## config.mk

```make
export PLATFORM = sky130hd
export DESIGN_NAME = smac_layer_seq
export DESIGN_NICKNAME = d
export VERILOG_FILES = /design/src/rtl/smac_layer_seq.sv
export SDC_FILE = /design/constraint.sdc
export NUM_CORES = 1
export LEC_CHECK = 0
export ABC_CLOCK_PERIOD_IN_PS = 4160
export CAP_MARGIN = 40
export CORE_MARGIN = 2
export CORE_UTILIZATION = 35
export DETAILED_ROUTE_END_ITERATION = 10
export PLACE_DENSITY_LB_ADDON = 0.3
export SLEW_MARGIN = 20
export SYNTH_ARGS = -nofsm -noshare
export SYNTH_HDL_FRONTEND = slang
export SYNTH_SLANG_ARGS = --single-unit
```

## constraint.sdc

```tcl
create_clock -name clk -period 4.16 [get_ports clk]
set_clock_uncertainty 0.05 [all_clocks]
set_input_delay 0.624 -clock clk [delete_from_list [all_inputs] [get_ports clk]]
set_output_delay 0.624 -clock clk [all_outputs]
set_load 0.005 [all_outputs]
```

## src/rtl/smac_layer_seq.sv

```systemverilog
// smac_layer_seq: layer sequencer for the SMAC AC3 output-count path.
//
// Keeps a per-layer table of {max_val, passes}. On start it walks through
// num_layers entries. For each layer it clears the AC3 done counter, loads it
// with the layer's max_val, then counts rising edges of done_ac3 until the
// layer's pass count is reached. It is the only driver of the done counter's
// clear, load and max_val inputs.
//
// Optional feature: define SMAC_SEQ_ABORT_EN to add the abort input.
//
// Ports
//   clk          clock; all logic on the rising edge
//   rst          synchronous, active-high reset
//   cfg_we       table write strobe (ignored while busy)
//   cfg_addr     table entry to write
//   cfg_max      max_val for the entry
//   cfg_passes   done_ac3 edges that complete the layer (0 behaves as 1)
//   num_layers   layers to run, sampled on an accepted start (clamped to NL)
//   start        one-cycle run request (honoured only in IDLE)
//   abort        (SMAC_SEQ_ABORT_EN only) cancel the sequence
//   done_ac3     done level from the counter; held high until the next valid
//   last_fil     last-filter level from the counter
//   cnt_clear    counter clear pulse
//   cnt_load     counter load pulse
//   max_val      value presented with cnt_load; held between loads
//   layer_idx    current layer
//   pass_cnt     passes completed in the current layer (saturating)
//   last_pass    last_fil seen during the final pass of the layer
//   busy         sequence active
//   seq_done     one-cycle completion pulse
//
// state  | meaning
// -------+----------------------------------------------------------------
// IDLE   | waiting for start
// CLEAR  | cnt_clear pulse; edge detector reset; exit point of an abort
// LOAD   | cnt_load pulse with the layer's max_val
// RUN    | counting done_ac3 rising edges
// NEXT   | advance to the next layer or finish
// FIN    | seq_done pulse, busy already low

module smac_layer_seq #(
  parameter int MNO = 288,
  parameter int NL  = 8,
  parameter int PW  = 16
) (
  input  logic                     clk,
  input  logic                     rst,
  input  logic                     cfg_we,
  input  logic [$clog2(NL)-1:0]    cfg_addr,
  input  logic [$clog2(MNO)-1:0]   cfg_max,
  input  logic [PW-1:0]            cfg_passes,
  input  logic [$clog2(NL+1)-1:0]  num_layers,
  input  logic                     start,
`ifdef SMAC_SEQ_ABORT_EN
  input  logic                     abort,
`endif
  input  logic                     done_ac3,
  input  logic                     last_fil,
  output logic                     cnt_clear,
  output logic                     cnt_load,
  output logic [$clog2(MNO)-1:0]   max_val,
  output logic [$clog2(NL)-1:0]    layer_idx,
  output logic [PW-1:0]            pass_cnt,
  output logic                     last_pass,
  output logic                     busy,
  output logic                     seq_done
);

  localparam int MW = $clog2(MNO);
  localparam int AW = $clog2(NL);
  localparam int LW = $clog2(NL+1);

  localparam logic [2:0] S_IDLE  = 3'd0;
  localparam logic [2:0] S_CLEAR = 3'd1;
  localparam logic [2:0] S_LOAD  = 3'd2;
  localparam logic [2:0] S_RUN   = 3'd3;
  localparam logic [2:0] S_NEXT  = 3'd4;
  localparam logic [2:0] S_FIN   = 3'd5;

  logic [2:0]    state;
  logic [MW-1:0] tbl_max    [NL];
  logic [PW-1:0] tbl_passes [NL];
  logic [LW-1:0] nl_lat;
  logic          done_prev;
  logic          aborting;
  logic          abort_req;

  logic          done_rise;
  logic [PW-1:0] eff_passes;
  logic [PW:0]   pass_inc;
  logic [PW-1:0] pass_sat;
  logic          final_hit;
  logic          last_layer;
  logic [LW-1:0] nl_clamp;

`ifdef SMAC_SEQ_ABORT_EN
  assign abort_req = abort;
`else
  assign abort_req = 1'b0;
`endif

  // done_ac3 is a level that stays high until the next valid, so only the
  // rising edge counts as a pass.
  assign done_rise  = done_ac3 & ~done_prev;
  assign eff_passes = (tbl_passes[layer_idx] == '0) ? PW'(1) : tbl_passes[layer_idx];
  assign pass_inc   = {1'b0, pass_cnt} + (PW+1)'(1);
  assign pass_sat   = pass_inc[PW] ? pass_cnt : pass_inc[PW-1:0];
  assign final_hit  = pass_inc >= {1'b0, eff_passes};
  assign last_layer = (LW'(layer_idx) == (nl_lat - LW'(1)));
  assign nl_clamp   = (num_layers > LW'(NL)) ? LW'(NL) : num_layers;

  always_ff @(posedge clk) begin
    if (rst) begin
      state     <= S_IDLE;
      cnt_clear <= 1'b0;
      cnt_load  <= 1'b0;
      max_val   <= '0;
      layer_idx <= '0;
      pass_cnt  <= '0;
      last_pass <= 1'b0;
      busy      <= 1'b0;
      seq_done  <= 1'b0;
      nl_lat    <= '0;
      done_prev <= 1'b0;
      aborting  <= 1'b0;
      for (int i = 0; i < NL; i++) begin
        tbl_max[i]    <= '0;
        tbl_passes[i] <= '0;
      end
    end else begin
      cnt_clear <= 1'b0;
      cnt_load  <= 1'b0;
      seq_done  <= 1'b0;

      // Cleared in CLEAR and tracking the level in LOAD, so an edge arriving
      // in either cycle is absorbed before RUN starts counting.
      done_prev <= (state == S_CLEAR) ? 1'b0 : done_ac3;
      last_pass <= (state == S_RUN) && last_fil && final_hit;

      if (cfg_we && !busy && (int'(cfg_addr) < NL)) begin
        tbl_max[cfg_addr]    <= cfg_max;
        tbl_passes[cfg_addr] <= cfg_passes;
      end

      if (abort_req && (state != S_IDLE)) begin
        // Route through CLEAR so the counter is left cleared, then drop to IDLE.
        state     <= S_CLEAR;
        cnt_clear <= 1'b1;
        busy      <= 1'b1;
        aborting  <= 1'b1;
      end else begin
        case (state)
          S_IDLE: begin
            if (start) begin
              nl_lat    <= nl_clamp;
              layer_idx <= '0;
              if (nl_clamp == '0) begin
                state    <= S_FIN;
                seq_done <= 1'b1;
                busy     <= 1'b0;
              end else begin
                state     <= S_CLEAR;
                cnt_clear <= 1'b1;
                busy      <= 1'b1;
              end
            end
          end
          S_CLEAR: begin
            if (aborting) begin
              state    <= S_IDLE;
              busy     <= 1'b0;
              aborting <= 1'b0;
            end else begin
              state    <= S_LOAD;
              cnt_load <= 1'b1;
              max_val  <= tbl_max[layer_idx];
              pass_cnt <= '0;
            end
          end
          S_LOAD: begin
            state <= S_RUN;
          end
          S_RUN: begin
            if (done_rise) begin
              pass_cnt <= pass_sat;
              if (final_hit) begin
                state <= S_NEXT;
              end
            end
          end
          S_NEXT: begin
            if (last_layer) begin
              state    <= S_FIN;
              seq_done <= 1'b1;
              busy     <= 1'b0;
            end else begin
              state     <= S_CLEAR;
              cnt_clear <= 1'b1;
              layer_idx <= layer_idx + AW'(1);
            end
          end
          S_FIN: begin
            state <= S_IDLE;
            busy  <= 1'b0;
          end
          default: begin
            state <= S_IDLE;
            busy  <= 1'b0;
          end
        endcase
      end
    end
  end

endmodule

```

==> qor.txt <==
outcome = finished clean
clock transition at the register clock pins on the worst setup and hold paths after CTS = 0.06 ns
element type at the critical path start = flip-flop
total number of placement rows = 67
fraction of registers with async set or reset after synthesis = 0%
antenna violations before repair = 0
Synth Register Bits = 244
post-detailed-placement cell area = 13100 µm²
most prevalent standard cell on the critical path = a21o_1
CP endpoint kind = flip-flop
setup violators final = 0
worst endpoint required time = 4.48 ns
netlist area before placement = 11800 µm²
aggregate global routing overflow = 0
worst slack at placement = 0.562 ns
number of unique standard cell types used by synthesis = 67
top cell family by delay on the critical path = compound AO/OA/AOI/OAI gates
root buffer selected by CTS = clkbuf_16
largest incremental delay on the critical path = 0.50 ns
final net count = 1008
register area share after synthesis = 58.6%
post-CTS resize count = 0
fraction of synthesized cell area in xor and xnor cells = 1.49%
fraction of synthesized cell area taken by the top area cell type = 51.1%
yosys synthesis warning count = 0
Filler Cell Count = 3069
number of instances on the worst hold path = 2
Detailed Place HPWL = 19.5 mm
number of logic stages on the critical path including buffering = 14
CP arrival = 3.92 ns
CP max stage cell = o311ai_0
worst IR drop on VDD = 0.267 mV
GRT Resource Usage Total = 16.7%
peak fanout along the critical path = 31
hold-fix buffers at CTS = 0
Setup TNS = 0 ns
starting utilization of the core area = 35.3%
mux share of post-synthesis cell area = 12.3%
placeable core area = 33300 µm²
most common cell after layout, fill and taps aside = and2_1
maximum clock path buffer count = 3
CTS H-tree depth = 1
Post-Synthesis Mean Instance Area = 13.6 µm²
combinational family with the most area after synthesis = simple AND/OR/NAND/NOR gates
count of vias placed by the detailed router = 7263
commonest non-fill, non-tap cells in the layout = and2_1, edfxtp_1, clkdlybuf4s50_1
f_max = 278 MHz
number of buffers inserted during clock tree synthesis = 27
leakage dissipation = 4.95 nW
die extent in y = 187 µm
worst-path cell chain = buf_12 -> o311ai_0 -> o32a_1 -> o211ai_1 -> nor3_1 -> o2111ai_1 -> o31ai_2 -> ha_1 -> nand2b_1 -> a21o_1 -> a21o_1 -> a21oi_1 -> o211a_1 -> a41oi_1
area of all placed cells without fillers = 14000 µm²
simple logic cell fraction of the synthesized area = 17.4%
worst path setup slack after routing = 0.566 ns
first-pass iteration count of the detailed router = 5
power per cell area = 426 nW/µm²
period utilization = 86.4%
pin count of the biggest net entering global routing = 41
final weighted congestion of routability-driven global placement = 0.821
number of clock sinks = 244
number of antenna cells inserted = 0
Via-to-Cell Ratio = 5.12
proportion of layout cells with a drive suffix above 1 = 14.2%
number of enable-type register cells in the synthesized netlist = 200
Iteration-0 DRC Markers = 482
worst max-slew margin expressed relative to the limit = 43.1%
Adder-Cell Fraction of Synth Area = 2.02%
Setup CP Type = reg2reg
antenna viol nets, final = 0
Hold Path Class = reg2reg
post-CTS setup buffer count = 0
synthesized instance count = 865
TritonCTS clock tree = yes
clk_lat worst skew = 0.54 ns
wire length of the first global-routing pass = 45.4 mm
overall die area = 35100 µm²
horizontal die dimension = 187 µm
Worst Reg2Reg Path Length in Cells = 14
post-synth net total = 922
post-detailed-routing wire length = 28.9 mm
max-slew violation count = 0
Synth area leaders = edfxtp_1, and2_1, mux4_2
transition time at the pin with the least slew margin = 0.852 ns
Compound-Gate Fraction of Synth Area = 6.09%
cell accounting for the most synthesized area = edfxtp_1
final number of hold-violating endpoints = 0
buffer and inverter count on the worst path = 1
dominant register cell in the synthesized netlist = edfxtp_1
IO Port Bufs = 70
RSZ-0062 raised after global routing = false
Synth-to-Final Area Change = 19.1%
routed wirelength normalized by instance count = 20.4 µm
Tmin final = 3.59 ns
number of maximum-capacitance constraint violations = 0
I/O pin count = 71
number of global-route vias before repair = 7389
post-layout util = 42.1%
residual DRC count = 0
synthesized netlist by cell type (all sizes together) (7+ instances only):
master	n
a21oi	27
mux4	51
nand2	17
nor3	17
o21ai	17
a21o	8
nor2	40
dfxtp	44
clkbuf	30
nor3b	7
xnor2	12
or3	12
edfxtp	200
inv	8
nand2b	9
nand3	9
xor2	8
buf	17
ha	19
mux2i	25
and2	201
a211oi	10
nand4	9
where the power goes:
part           leakage (nW)  total (mW)  switching [mW]  internal (mW)
logic                  2.11       0.762           0.422          0.340
registers              2.43        2.91           0.118           2.80
clock network         0.406        2.29           0.979           1.31
layer usage:
metal | track usage [%] | share of wire (%)
met1 | 23.7 | 46
met2 | 27.2 | 47
met3 | 2.87 | 5.4
met4 | 3.11 | 1.4
met5 | 0 | 0
final cells by class:
| class | count | area (µm²) | area share [%] |
|---|---|---|---|
| inverters | 8 | 30.0 | 0.215 |
| repair buffers | 104 | 1020 | 7.28 |
| flip-flops and latches | 244 | 6890 | 49.2 |
| clock buffers | 28 | 679 | 4.85 |
| clock inverters | 21 | 168 | 1.20 |
| well taps | 448 | 561 | 4.01 |
| multi-input cells | 566 | 4650 | 33.2 |
state kept, by name, indices dropped and copies added (netlist names), named ones only:
register / flops
busy: 1
pass_cnt: 16
layer_idx: 3
last_pass: 1
done_prev: 1
tbl_max: 72
tbl_passes: 128
seq_done: 1
nl_lat: 4
cnt_load: 1
max_val: 9
state: 3
cnt_clear: 1
worst min-delay path: stages, from the launching register on:
cell	delay (ns)
dfxtp_1	0.32
nand2_1	0.05
a21oi_1	0.05
worst paths after layout:
check	slack, ns	startpoint	endpoint
worst min-delay path	0.42	nl_lat[3]$_SDFFE_PP0P_	nl_lat[3]$_SDFFE_PP0P_
worst max-delay path	0.57	flip-flop	state[2]$_SDFFE_PP0P_
worst max register to register	0.57	flip-flop	state[2]$_SDFFE_PP0P_
worst min register to register	0.42	nl_lat[3]$_SDFFE_PP0P_	nl_lat[3]$_SDFFE_PP0P_
through the flow:
stage | power, mW | instances | hold WS, ns
6_report | 5.97 | 1419 | 0.419
5_1_grt | 6.20 | 1419 | 0.435
3_5_place_dp | 3.73 | 1370 | 0.414
3_3_place_gp | 3.72 | 1369 | 0.417
2_1_floorplan | 3.39 | 865 | 0.399
4_1_cts | 6.02 | 1419 | 0.422
kinds of logic after synthesis:
group,after synthesis
compound gates,102
simple gates,348
xor+xnor,20
fa+ha+maj,19
flops,244
mux,77
buf+inv,55
Power figures use the tool's default switching activity.
